--- src/rtl/ped_request_ctrl.sv ---
// Pedestrian request front-end: synchronises and debounces the push-button, requests a crossing
// from the light sequencer and drives the walk lamp. Optional request timeout: `define REQ_TIMEOUT_EN.
module ped_request_ctrl #(
    parameter int DEB_CYCLES     = 4,
    parameter int COOL_CYCLES    = 8,
    parameter int TIMEOUT_CYCLES = 16,
    parameter int CNT_W          = 8
) (
    input  logic       Clk,
    input  logic       nReset,
    input  logic       Button,
    input  logic [2:0] Lights,
    output logic       Start,
    output logic       WalkReq,
    output logic       Walk,
    output logic       Busy,
    output logic       Fault
);

    typedef enum logic [2:0] {
        S_IDLE,
        S_DEB,
        S_PEND,
        S_WALK,
        S_COOL
    } state_e;

    typedef struct packed {
        logic start;
        logic walk_req;
        logic walk;
        logic busy;
    } outs_t;

    localparam logic [CNT_W-1:0] DEB_LAST  = CNT_W'(DEB_CYCLES);
    localparam logic [CNT_W-1:0] COOL_LOAD = CNT_W'(COOL_CYCLES);
    localparam logic [CNT_W-1:0] CNT_ONE   = CNT_W'(1);

    // Moore output pattern of a state; used when registering a transition into that state.
    function automatic outs_t decode(input state_e s);
        outs_t o;
        o.start    = (s == S_PEND);
        o.walk_req = (s == S_PEND);
        o.walk     = (s == S_WALK);
        o.busy     = (s != S_IDLE);
        return o;
    endfunction

    state_e           r_state;
    outs_t            r_out;
    logic             r_sync1;
    logic             r_btn_s;
    logic [CNT_W-1:0] r_deb_cnt;
    logic [CNT_W-1:0] r_cool_cnt;
    logic             w_red;

    assign w_red = (Lights == 3'b100);

`ifdef REQ_TIMEOUT_EN
    localparam logic [CNT_W-1:0] TO_LAST = CNT_W'(TIMEOUT_CYCLES - 1);
    logic [CNT_W-1:0] r_to_cnt;
    logic             r_fault;
`else
    logic w_unused_timeout;
    assign w_unused_timeout = |TIMEOUT_CYCLES;
`endif

    // NOTE: all state uses non-blocking assignments so every branch reads pre-edge values.
    always_ff @(negedge Clk) begin
        if (!nReset) begin
            r_state    <= S_IDLE;
            r_out      <= '0;
            r_sync1    <= 1'b0;
            r_btn_s    <= 1'b0;
            r_deb_cnt  <= '0;
            r_cool_cnt <= '0;
`ifdef REQ_TIMEOUT_EN
            r_to_cnt   <= '0;
            r_fault    <= 1'b0;
`endif
        end else begin
            r_sync1 <= Button;
            r_btn_s <= r_sync1;
            case (r_state)
                S_IDLE: begin
                    if (r_btn_s) begin
                        r_state   <= S_DEB;
                        r_out     <= decode(S_DEB);
                        r_deb_cnt <= CNT_ONE;
                    end
                end
                S_DEB: begin
                    if (!r_btn_s) begin
                        r_state   <= S_IDLE;
                        r_out     <= decode(S_IDLE);
                        r_deb_cnt <= '0;
                    end else if (r_deb_cnt == DEB_LAST) begin
                        r_state   <= S_PEND;
                        r_out     <= decode(S_PEND);
                        r_deb_cnt <= '0;
`ifdef REQ_TIMEOUT_EN
                        r_to_cnt  <= '0;
`endif
                    end else begin
                        r_deb_cnt <= r_deb_cnt + CNT_ONE;
                    end
                end
                S_PEND: begin
                    if (w_red) begin
                        r_state <= S_WALK;
                        r_out   <= decode(S_WALK);
`ifdef REQ_TIMEOUT_EN
                    end else if (r_to_cnt == TO_LAST) begin
                        r_state    <= S_COOL;
                        r_out      <= decode(S_COOL);
                        r_cool_cnt <= COOL_LOAD;
                        r_fault    <= 1'b1;
                    end else begin
                        r_to_cnt <= r_to_cnt + CNT_ONE;
`endif
                    end
                end
                S_WALK: begin
                    if (!w_red) begin
                        r_state    <= S_COOL;
                        r_out      <= decode(S_COOL);
                        r_cool_cnt <= COOL_LOAD;
                    end
                end
                S_COOL: begin
                    // A button still held at the end of cooldown keeps us here until released.
                    if (r_cool_cnt != '0) begin
                        r_cool_cnt <= r_cool_cnt - CNT_ONE;
                    end else if (!r_btn_s) begin
                        r_state <= S_IDLE;
                        r_out   <= decode(S_IDLE);
                    end
                end
                default: begin
                    r_state <= S_IDLE;
                    r_out   <= decode(S_IDLE);
                end
            endcase
        end
    end

    assign Start   = r_out.start;
    assign WalkReq = r_out.walk_req;
    assign Walk    = r_out.walk;
    assign Busy    = r_out.busy;

`ifdef REQ_TIMEOUT_EN
    assign Fault = r_fault;
`else
    assign Fault = 1'b0;
`endif

endmodule
--- config.mk ---
export PLATFORM = sky130hd
export DESIGN_NAME = ped_request_ctrl
export DESIGN_NICKNAME = d
export VERILOG_FILES = /design/src/rtl/ped_request_ctrl.sv
export SDC_FILE = /design/constraint.sdc
export NUM_CORES = 1
export LEC_CHECK = 0
export BUFFER_PORTS_ARGS = -buffer_cell sky130_fd_sc_hd__clkbuf_2
export CAP_MARGIN = 20
export CORE_MARGIN = 3
export CORE_UTILIZATION = 35
export CTS_CLUSTER_SIZE = 12
export DETAILED_ROUTE_END_ITERATION = 10
export MAX_ROUTING_LAYER = met4
export PLACE_DENSITY = 0.48
export SYNTH_ARGS = -nofsm -noshare
export SYNTH_HDL_FRONTEND = slang
export SYNTH_SLANG_ARGS = --single-unit
--- constraint.sdc ---
create_clock -name Clk -period 2.51 [get_ports Clk]
set_input_delay 0.502 -clock Clk [delete_from_list [all_inputs] [get_ports Clk]]
set_output_delay 0.502 -clock Clk [all_outputs]
set_load 0.05 [all_outputs]
==> results of run 1 <==
[final timing paths]
kind / startpoint / endpoint / slack (ns) / cells past startpoint
setup reg to reg: r_cool_cnt[2] / r_cool_cnt[4] / 0.30 / 5
hold reg to reg: r_sync1 / r_btn_s / 0.43 / 1
hold / removal: r_sync1 / r_btn_s / 0.43 / 1
setup / recovery: Lights[0] / r_cool_cnt[0] / -0.17 / 8
[where the power goes]
group	switching (µW)	internal [µW]	total [µW]
logic	29.2	31.1	60.3
registers	6.04	386	392
clock network	221	111	333
[cells in the final DEF (no fill, tap or decap), types with 5 or more instances in the layout]
| cell | Yosys | routed |
|---|---|---|
| sky130_fd_sc_hd__xnor2_1 | 13 | 12 |
| sky130_fd_sc_hd__nand2_1 | 10 | 9 |
| sky130_fd_sc_hd__dfxtp_1 | 24 | 21 |
| sky130_fd_sc_hd__nor2_1 | 19 | 18 |
| sky130_fd_sc_hd__buf_4 | 4 | 8 |
| sky130_fd_sc_hd__inv_1 | 8 | 31 |
| sky130_fd_sc_hd__buf_6 | 0 | 7 |
| sky130_fd_sc_hd__a21oi_1 | 7 | 5 |
[metal layers]
layer / vias to the layer above / share of wire
met4: 0 / 0.010
li1: 583 / -
met3: 4 / 0.033
met1: 516 / 0.46
met5: - / 0
met2: 17 / 0.49
[repair_timing]
item	in CTS	in global routing
setup endpoints to repair	15	17
gates resized for setup	29	13
endpoints found under the hold margin	0	0
setup buffers	2	2
cloned	1	0
pin swaps	13	11
[layout make-up]
cell class	instances	area [µm²]
Clock buffer	3	22.5
Clock inverter	25	96.3
Fill cell	326	1650
Inverter	7	26.3
Multi-Input combinational cell	106	816
Sequential cell	24	487
Tap cell	46	57.6
Timing Repair Buffer	23	234
[stage by stage]
step / power (µW) / hold WS (ns) / setup WS, ns / util
after global routing: 863 / 0.439 / -0.234 / 0.513
after global placement: 512 / 0.423 / -0.540 / 0.415
final: 785 / 0.434 / -0.168 / 0.513
after floorplan: 492 / 0.412 / -0.439 / -
after detailed placement: 513 / 0.423 / -0.559 / 0.415
after CTS: 804 / 0.439 / -0.177 / 0.493
[registers in the layout (all words and copies together) (netlist names)]
signal	cells
r_cool_cnt	8
r_state	3
r_sync1	1
Walk	1
r_deb_cnt	8
Start	1
r_btn_s	1
Busy	1
[cells by family after synthesis]
kind of cell,count (synthesis),synth area share
AOI/OAI and AO/OA,26,0.155
muxes,3,0.0240
xor gates and xnor gates,13,0.0909
DFF,24,0.384
adders and majority gates,4,0.0400
buffers and inverters,14,0.0540
other,1,0.00299
and+or+nand+nor,59,0.250
==> out/summary.md, run 1 <==
After detailed routing, the total wire length is 2.81 mm. Once detail routing completed, the nets flagged for antenna violations numbered 0. The tightest min-delay check is of the flip-flop to flip-flop type. For this run, the leading register cell type out of synthesis is sky130_fd_sc_hd__dfxtp_1. For this run, the slowest stage of the critical path takes 0.38 ns.

Yosys mapped a number of flops with a built-in enable equal to 0. The final worst slack was -0.168 ns; the synthesized instance count was 144. 0 antenna diodes ended up in the layout. The run gives 1120 as the overall via count from detail_route. The part of the Yosys area used for sequential elements is 0.384.

Summed over all cells, the static leakage comes to 0.000762 µW. For this run, design rule violations remaining after detail routing come to 0. The flow ran to the end, but the final reports show violations. The die outline width is 65.8 µm.

The clock root buffer was sky130_fd_sc_hd__clkbuf_4. In this design, the critical path's most frequently occurring cell is sky130_fd_sc_hd__buf_6. The placed wire-length estimate was 1.85 mm; the number of nets in the synthesized netlist was 154. The first-pass GRT wire length was 4.89 mm; the final count of negative-setup-slack endpoints was 17.

The finished layout holds 234 standard cells, fillers aside. In this run the most used layer during global routing was met2. Critical path's slowest cell: sky130_fd_sc_hd__or3b_4. The top-area cell type share of the netlist area came out at 0.384.

Measured along the y axis, the die boundary spans 65.8 µm. The global routing usage on met3 came out at 0.0527. The worst setup path is of the input port to flip-flop kind.

Input and output buffers added on the ports amount to 9. The distinct cell type count after synthesis is 38. Cell taking the most area after synthesis: sky130_fd_sc_hd__dfxtp_1. The logs give 1250 µm² for the synthesized area and 11 for the top-level I/O count. After synthesis, the most frequently instantiated cells are sky130_fd_sc_hd__dfxtp_1 (24), sky130_fd_sc_hd__nor2_1 (19), sky130_fd_sc_hd__xnor2_1 (13), sky130_fd_sc_hd__nand2_1 (10), sky130_fd_sc_hd__inv_1 (8). In this design, the largest share of critical-path delay is due to simple AND/OR/NAND/NOR gates. For the met1 track demand over resource in global routing, the log shows 0.165. The number of sinks on the clock net is 24. The first routing iteration left 45 violations.

In this run, post-CTS hold repair placed 0 buffers. The final count of pins violating max slew came out at 0. The congestion estimate from routability-driven global placement came to 0.790.

The design area was 1740 µm². The total negative slack came out at -1.87 ns. In this run the worst path has a maximum fanout of 4. The run gives 2 as the deepest clock path buffer count. TritonCTS built the clock tree. The run gives 4 as the number of detailed-routing iterations run before antenna repair.

The proportion of layout cells with a drive suffix above 1 is 0.250, and the H-tree depth is 1. The starting utilization of the core area was 0.370. The checks that failed: setup timing.

The power per cell area is 451 nW/µm². Entering global routing, the biggest net connects 15 pins. For this run, the number of Yosys warnings is 0.

The worst setup path is launched from an input port. Total global routing track utilization: 0.147. The worst max-slew margin expressed relative to the limit came out at 0.438.

Setup repair after global routing could not meet its margin everywhere. The tools report the worst-case clock skew as 0.0131 ns. The most repeated cell in the gate-level netlist after synthesis is sky130_fd_sc_hd__dfxtp_1. The number of global-route vias before repair is 1169.

Counting tap cells, the placed design contains a total of 202 instances. The kind of end point of the critical path is a flip-flop. The flop and latch count out of synthesis works out to 24.

IR analysis of the VDD net gives a maximum drop of 0.250 mV. In this run, CTS created clock tree buffers numbering 3. Clock-pin slew was measured on the worst setup and hold paths at 0.04 ns.

The layout overhead on the synthesized area came out at 38.9%. The run gives 4330 µm² as the area of the die. For the met2 routing resource usage after global routing, the log shows 0.225.

For the area of the placeable core, the log shows 3390 µm². At the worst endpoint, the required time is 1.53 ns. The cell area after placement was 1410 µm²; the worst path arrival time was 1.70 ns. The run gives 0 as the number of antenna violations at the first check in global routing. Averaged over all synthesized cells, the footprint is 8.70 µm². The async set-or-reset flop fraction in the synthesized netlist was 0; the number of nets in the final layout was 199. Number of vias per cell after detailed routing: 4.79. The global route total overflow was 0. The transition time at the pin with the least slew margin was 0.840 ns. In the final routed layout, each cell accounts on average for 12.0 µm.

The final hold violation count is 0, and the worst path buffer plus inverter count is 3. The critical path goes through buf_6 > or3b_4 > nand4b_1 > buf_6 > buf_12 > nand2_4 > xnor2_2 > nor2_1. Across the run, the number of max-cap violations was 0. The clock reaches the later pin of the worst-skew pair after 0.39 ns.

The number of core rows is 21. Sorting the synthesized cells by area gives the leading types as sky130_fd_sc_hd__dfxtp_1 (38%), sky130_fd_sc_hd__xnor2_1 (9.1%), sky130_fd_sc_hd__nor2_1 (5.7%), sky130_fd_sc_hd__ha_1 (4.0%), sky130_fd_sc_hd__nand2_1 (3.0%).
Power figures use the tool's default switching activity.
==> run 2: changes to the inputs <==
--- a/config.mk
+++ b/config.mk
@@ -7,12 +7,14 @@
 export LEC_CHECK = 0
 export BUFFER_PORTS_ARGS = -buffer_cell sky130_fd_sc_hd__clkbuf_2
 export CAP_MARGIN = 20
+export CELL_PAD_IN_SITES_DETAIL_PLACEMENT = 0
+export CELL_PAD_IN_SITES_GLOBAL_PLACEMENT = 1
 export CORE_MARGIN = 3
 export CORE_UTILIZATION = 35
 export CTS_CLUSTER_SIZE = 12
 export DETAILED_ROUTE_END_ITERATION = 10
 export MAX_ROUTING_LAYER = met4
-export PLACE_DENSITY = 0.48
+export PLACE_DENSITY = 0.6
 export SYNTH_ARGS = -nofsm -noshare
 export SYNTH_HDL_FRONTEND = slang
 export SYNTH_SLANG_ARGS = --single-unit
==> run 2 against run 1 <==
  * The run still ends with setup timing left
  * Cell area is 1.2% lower
  * Register-to-register slack got worse by 0.03 ns
  * Sequential share of layout area rose by 0.20 points
  * Via count fell by 1.7%
  * Worst hold slack worse by 0.0046 ns
  * Final cell count down 1.3%
  * Clock-buffer cell count is the same
  * Critical path type is now flip-flop to primary output
  * Critical endpoint is now Start
  * Largest power group unchanged
  * Highest routed layer unchanged
==> out/summary.md, run 2 (synthesized netlist as in run 1, its figures left out) <==
The flow ran to the end, but the final reports show violations. The checks that failed: setup timing. The analysis attributes to cell leakage a power of 0.000745 µW.

The final estimated routing congestion in global placement is 0.835. Along the worst path, the maximum fanout reaches 3. The logs give 323 for the layout filler cell count and 53 for the starting DRC count in detailed routing. In this run the power density over the cells is 447 nW/µm². The tools report the H-tree depth as 1. The final worst slack came out at -0.138 ns.

The clock net in this run drives a total of 24 sinks. Number of vias per cell after detailed routing: 4.77. For the number of global-route vias before repair, the log shows 1158. TritonCTS built the clock tree.

The final count of pins violating max slew came out at 0. Number of detailed-routing iterations run before antenna repair: 2. The sequential share of power is 0.511. The floorplan step set the die width to 65.8 µm. Summed over all layers, the routed wires come to 2.69 mm. At the end of the flow, the number of nets in the layout was 197. The number of antenna violations at the first check in global routing was 0.

The top-level I/O count is 11. The run gives 1720 µm² as the design area. Across the VDD grid, the largest voltage drop is 0.199 mV. The path type of the worst min-delay path is flip-flop to flip-flop. The internal power of the cells totals 521 µW. For the worst-case clock skew, the log shows 0.0142 ns. From synthesis to final layout, the design area changed by 37.2%.

The total global routing track utilization is 0.144. The remaining design rule violation count came out at 0. The largest single stage delay on the critical path is 0.36 ns.

The routed layout has 1101 vias. The worst max-slew margin expressed relative to the limit is 0.411, and the post-detailed-route wirelength per cell is 11.6 µm. Clock root buffer: sky130_fd_sc_hd__clkbuf_4.

The tools report the data required time of the critical path as 2.01 ns. The most common cell after layout, fill and taps aside was sky130_fd_sc_hd__inv_1. Starting utilization of the core area: 0.370. The final hold violation count is 0.

The repair_antennas step left the layout with diodes totalling 0. The critical path goes through buf_8. The max capacitance violation total is 0, and the worst path buffer plus inverter count is 1.

STA classifies the critical path endpoint as a primary output. The initialized floorplan defines 21 standard-cell rows. The first global-routing pass estimated 4.80 mm of wire. The clock-pin slew on the worst setup and hold paths is 0.04 ns.

The die is 65.8 µm tall. The clock reaches the later pin of the worst-skew pair after 0.38 ns. The transition time at the pin with the least slew margin works out to 0.881 ns. For this run the aggregate overflow at the end of global routing stands at 0. The proportion of layout cells with a drive suffix above 1 works out to 0.243. The tools report the largest net degree at the start of global routing as 14. Data arrives at the worst endpoint at 2.15 ns. The slowest stage of the critical path is the sky130_fd_sc_hd__dfxtp_2 cell. Once placement finished, the instance area stood at 1400 µm². For the share of total power in combinational logic, the log shows 0.075. In the final layout, the registers with the most flip-flops are r_cool_cnt x8, r_deb_cnt x8, r_state x3. Summed over all nets, the half-perimeter wirelength after detailed placement is 1.79 mm. The core region is 3390 µm². Buffers placed on the I/O ports in this run total 9. The detail route stage leaves a number of antenna-violating nets equal to 0.

The total area of multi-input combinational cells is 831 µm², and the fraction of power spent switching nets is 0.322. In this run the power spent charging and discharging nets is 247 µW. The type of the setup path with the least slack is flip-flop to primary output. Total negative slack: -1.33 ns.

The critical path startpoint category is a flip-flop. For the combined flip-flop and latch cell area, the log shows 484 µm². Before CTS, the worst setup slack after placement is -0.585 ns. The number of buffers created by CTS is 3, and the part of the power in the clock network is 0.414.

The cell family with the largest share of critical-path delay was flip-flops. Setup repair after global routing could not meet its margin everywhere. The area of the die was 4330 µm²; the deepest clock path buffer count was 2. In the layout the commonest cells are sky130_fd_sc_hd__inv_1 (31), sky130_fd_sc_hd__dfxtp_1 (21), sky130_fd_sc_hd__nor2_1 (18). The final count of negative-setup-slack endpoints is 17.
## run 2: cell count changes in the layout (fill, tap and decap cells not counted), sizes merged
cell	previous run	this run
buf	20	18
inv	32	31
## run 2: timing repair
item / CTS / global route
setup endpoints to repair: 15 / 17
setup buffers: 3 / 1
hold buffers: 0 / 0
cloned: 1 / 0
resized for setup: 28 / 16
pin swaps: 11 / 14
## run 2: final timing paths
check,start,endpoint,slack [ns],cells after the start
max,Start,Start,-0.14,1
min,r_sync1,r_btn_s,0.43,1
max reg2reg,r_cool_cnt[2],r_cool_cnt[3],0.27,5
min reg2reg,r_sync1,r_btn_s,0.43,1
## run 2: per-stage QoR
stage           util  total power (µW)  std cells  hold WS (ns)
6_report       0.507               768        231         0.429
5_1_grt        0.507               833        231         0.471
4_1_cts        0.489               784        231         0.435
3_5_place_dp   0.413               510        201         0.422
3_3_place_gp   0.413               510        201         0.416
2_1_floorplan      -               492        144         0.412
## run 2: final cells by class
cell class,count,share of cell area
Inverter,7,0.0153
Multi-Input combinational cell,106,0.484
Clock buffer,3,0.0131
Timing Repair Buffer,21,0.120
Tap cell,46,0.0335
Clock inverter,24,0.0524
Sequential cell,24,0.282
## run 2: power by group through the flow
stage          combinational [µW]  sequential (µW)  clock (µW)
6_report                     57.5              393         318
2_1_floorplan                30.5              401        60.9
5_1_grt                      64.1              392         376
4_1_cts                      55.3              392         337
3_3_place_gp                 50.1              399        60.9
3_5_place_dp                 50.3              399        60.9
## run 2: routing by layer
layer  vias up  global-route usage  share of wire  wire, µm
met4         0              0.0777         0.0085        23
li1        581                   -              -         -
met5         -                   -              0         0
met2        15               0.217           0.47      1280
met1       501               0.169           0.48      1290
met3         4              0.0510          0.037       100
## run 2: worst register-to-register path, cell delays in order, from the launching register on
cell	delay (ns)
sky130_fd_sc_hd__dfxtp_1	0.38
sky130_fd_sc_hd__or4_4	0.61
sky130_fd_sc_hd__o41ai_4	0.73
sky130_fd_sc_hd__nor2b_1	0.14
sky130_fd_sc_hd__xnor2_1	0.16
sky130_fd_sc_hd__a21boi_0	0.16
==> run 3: changes to the inputs <==
--- a/config.mk
+++ b/config.mk
@@ -5,6 +5,7 @@
 export SDC_FILE = /design/constraint.sdc
 export NUM_CORES = 1
 export LEC_CHECK = 0
+export ABC_AREA = 1
 export BUFFER_PORTS_ARGS = -buffer_cell sky130_fd_sc_hd__clkbuf_2
 export CAP_MARGIN = 20
 export CELL_PAD_IN_SITES_DETAIL_PLACEMENT = 0
@@ -14,7 +15,7 @@
 export CTS_CLUSTER_SIZE = 12
 export DETAILED_ROUTE_END_ITERATION = 10
 export MAX_ROUTING_LAYER = met4
-export PLACE_DENSITY = 0.6
+export PLACE_DENSITY = 0.63
 export SYNTH_ARGS = -nofsm -noshare
 export SYNTH_HDL_FRONTEND = slang
 export SYNTH_SLANG_ARGS = --single-unit
==> run 3 against run 2 <==
  * The run still ends with setup timing left
  * Largest power group unchanged
  * Clock skew up 0.0051 ns
  * Non-clock buffer count down 8
  * Area after synthesis up 16%
  * Combinational power rose to 3.2 times the previous value
==> out/summary.md, run 3 <==
The run finished, with violations left. The final reports fail on setup timing. Number of cell instances on the worst register-to-register path: 6. In this run the top signal layer used is met4. The number of synthesized flops with an enable pin is 0. After synthesis, the netlist uses 27 different library cells. Traced cell by cell, the critical path runs through buf_8.

The starting DRC count in detailed routing came out at 68. The detailed router put a total of 1.56 mm of wire on met1. Hold is met by 0.406 ns. Power per cell area: 568 nW/µm². The simple-gate area share of the yosys netlist is 0.424, and the die outline width is 70.5 µm.

The tools report the final count of pins violating max slew as 0. The tools report the part of the Yosys area used for sequential elements as 0.330. The synthesized area came out at 1450 µm². For this block, the via count after detailed routing is 1426.

The logs give 0.454 for the post-layout utilization of the core and 0 for the final hold violation count. After synthesis, the largest family of logic cells by area is simple AND/OR/NAND/NOR gates. The first global-routing pass estimated 5.62 mm of wire. In the routed layout, each cell is associated on average with a via count of 4.64. Endpoint of the worst hold path: r_btn_s. The starting utilization of the core area is 0.380. Setup repair after global routing could not meet its margin everywhere.

The most used flip-flop cell after synthesis is sky130_fd_sc_hd__dfxtp_1. The final worst slack was -0.103 ns; the final antenna-violating net count was 0. The design draws 987 µW. The worst hold path was traced through 2 stages.

At the worst endpoint, the required time is 2.01 ns. The number of antenna diodes in the final layout is 0. The global route total overflow is 0.

The kind of end point of the critical path is a primary output. For this run, the detailed router's first-pass iteration total came to 4. The tools report the internal reg-to-reg setup slack as 1.05 ns. Cell family with the largest share of critical-path delay: flip-flops. The number of nets in the synthesized netlist was 233; the fraction of the mapped netlist area in adder cells was 0.0344.

Once placement finished, the instance area stood at 1560 µm². The maximum fanout encountered on the critical timing path was 3; the count of hold-fix buffers inserted at cts was 0. The proportion of layout cells with a drive suffix above 1 came out at 0.154. The area of the die came out at 4960 µm².

In the final design database the tool counted 270 nets. The worst register-to-register path ends at r_deb_cnt[3]. The tree is rooted in a sky130_fd_sc_hd__clkbuf_8.

Clock-pin slew was measured on the worst setup and hold paths at 0.05 ns. Layout filler cell count: 419. In this run the most critical hold path is launched from r_sync1. The longest clock path from root to sink contains 2 buffers. The top cell types in the final layout, fill and taps aside, are sky130_fd_sc_hd__nand2_1 (66), sky130_fd_sc_hd__inv_1 (46), sky130_fd_sc_hd__nor2_1 (31). The core region is 3830 µm². In this design, the stage delay of the slowest critical-path cell is 0.36 ns.

From synthesis to final layout, the design area changed by 19.4%. Summed over all cells, the static leakage comes to 0.000908 µW. The worst path buffer plus inverter count is 1, and the H-tree depth is 1.

Data arrives at the worst endpoint at 2.11 ns. The number of setup buffers added after CTS is 0, and the placed wire-length estimate is 2.42 mm. For this design, the sink count on the clock tree is 24. The number of global-route vias before repair came out at 1374. The final count of negative-setup-slack endpoints was 4.

Post-CTS repair changed the size of 10 cells. The path type of the worst min-delay path was flip-flop to flip-flop. The async set-or-reset flop fraction in the synthesized netlist was 0; the total global routing track utilization was 0.140. After detailed routing, the total wire length is 3.17 mm.

By instance count, the leading cell after synthesis is sky130_fd_sc_hd__nand2_1. Synthesis inferred 24 register bits. Counting instances in the post-synthesis netlist gives the leading cell types as sky130_fd_sc_hd__nand2_1 (66), sky130_fd_sc_hd__nor2_1 (31), sky130_fd_sc_hd__dfxtp_1 (24), sky130_fd_sc_hd__inv_1 (23), sky130_fd_sc_hd__nand3_1 (15). The synthesized instance count is 223. TritonCTS built the clock tree. The type of the setup path with the least slack is flip-flop to primary output. By area the synthesized netlist is led by sky130_fd_sc_hd__dfxtp_1 (33%), sky130_fd_sc_hd__nand2_1 (17%), sky130_fd_sc_hd__nor2_1 (8.0%), sky130_fd_sc_hd__inv_1 (5.9%), sky130_fd_sc_hd__nand3_1 (5.2%).

The largest registers in the layout are r_cool_cnt x8, r_deb_cnt x8, r_state x3. Of all cell types, the one taking the most synthesized area is sky130_fd_sc_hd__dfxtp_1. The startpoint identified for the worst register-to-register timing path is r_state[2].

Number of buffers created by CTS: 3. The run gives 0.0193 ns as the worst-case clock skew. For the number of core rows, the log shows 22. The worst-case IR drop observed on VDD is 0.350 mV.

After detailed routing, the met2 layer carries 1.46 mm of wire. The run gives 0 as the number of antenna violations at the first check in global routing. Buffers placed on the I/O ports in this run total 9. Entering global routing, the biggest net connects 15 pins.

The top-area cell type share of the netlist area was 0.330. The congestion estimate from routability-driven global placement came to 0.782. The library cell used most frequently in the layout, excluding fill and tap cells, is sky130_fd_sc_hd__nand2_1. With fillers left out, the area of the finished cells amounts to 1740 µm².

The die boundary height was 70.5 µm. Critical path's slowest cell: sky130_fd_sc_hd__dfxtp_4. Pin placement for this block handled 11 I/O pins.

The area share of xor/xnor cells in the synthesized design was 0.0301; the detailed-routed wire length on met3 was 130 µm. The number of warnings issued by yosys is 0. For the insertion delay of the later-clocked pin in the worst-skew pair, the log shows 0.35 ns. The critical path startpoint category was a flip-flop.

After detailed routing, the number of remaining DRC violations is 0. The fraction of the mapped netlist area in compound gates is 0.0783. A synthesized cell averages 6.52 µm². The post-detailed-route wirelength per cell was 10.3 µm; the mux share of post-synthesis cell area was 0. The tool flagged a number of max-cap violations equal to 0.
run 3: changes by cell type after synthesis, sizes merged, moves of 4 or more:
| cell | before | now |
|---|---|---|
| nand2 | 11 | 70 |
| inv | 8 | 29 |
| nor2 | 19 | 37 |
| nand3 | 4 | 17 |
| xnor2 | 13 | 1 |
| nand4 | 0 | 9 |
| a21oi | 7 | 14 |
| nor3b | 5 | 0 |
| nor3 | 4 | 0 |
| xor2 | 0 | 4 |
run 3: worst max-delay path by stage:
stage / endpoint / depth (start not counted) / from / slack (ns)
global placement: Busy / 11 / Lights[0] / -0.17
CTS: WalkReq / 1 / Start / -0.13
global route: WalkReq / 1 / Start / -0.15
finish: WalkReq / 1 / Start / -0.10
detailed placement: Busy / 11 / Lights[0] / -0.19
floorplan: WalkReq / 1 / Start / 0.02
run 3: area by class of cell:
type                            instances  area [µm²]  share of cell area
Inverter                               29         109              0.0627
Tap cell                               48        60.1              0.0346
Multi-Input combinational cell        165         828               0.477
Sequential cell                        24         487               0.280
Timing Repair Buffer                   13         115              0.0663
Clock buffer                            3        41.3              0.0238
Clock inverter                         25        96.3              0.0555
run 3: per-stage QoR:
stage / instances / setup WS, ns / TNS [ns]
after global placement: 280 / -0.175 / -1.77
after floorplan: 223 / 0.0238 / 0
after global routing: 307 / -0.148 / -0.548
after detailed placement: 280 / -0.189 / -2.13
after CTS: 307 / -0.135 / -0.478
final: 307 / -0.103 / -0.344
run 3: logic make-up (layout without fill, tap and decap cells):
family | Yosys count | after routing
other | 1 | 1
adders and majority gates | 4 | 4
buffers and inverters | 34 | 70
AOI/OAI and AO/OA | 21 | 21
DFF | 24 | 24
xor gates and xnor gates | 5 | 5
and+or+nand+nor | 134 | 134
run 3: metal layers:
metal  up-vias  global-route usage
met3         2              0.0576
met5         -                   -
met1       630               0.164
met2        24               0.212
met4         0              0.0553
li1        770                   -
run 3: report_power, final:
| group | switching (µW) | internal [µW] | total (µW) |
|---|---|---|---|
| Sequential | 18.3 | 402 | 420 |
| Clock | 218 | 163 | 381 |
| Combinational | 118 | 67.4 | 186 |
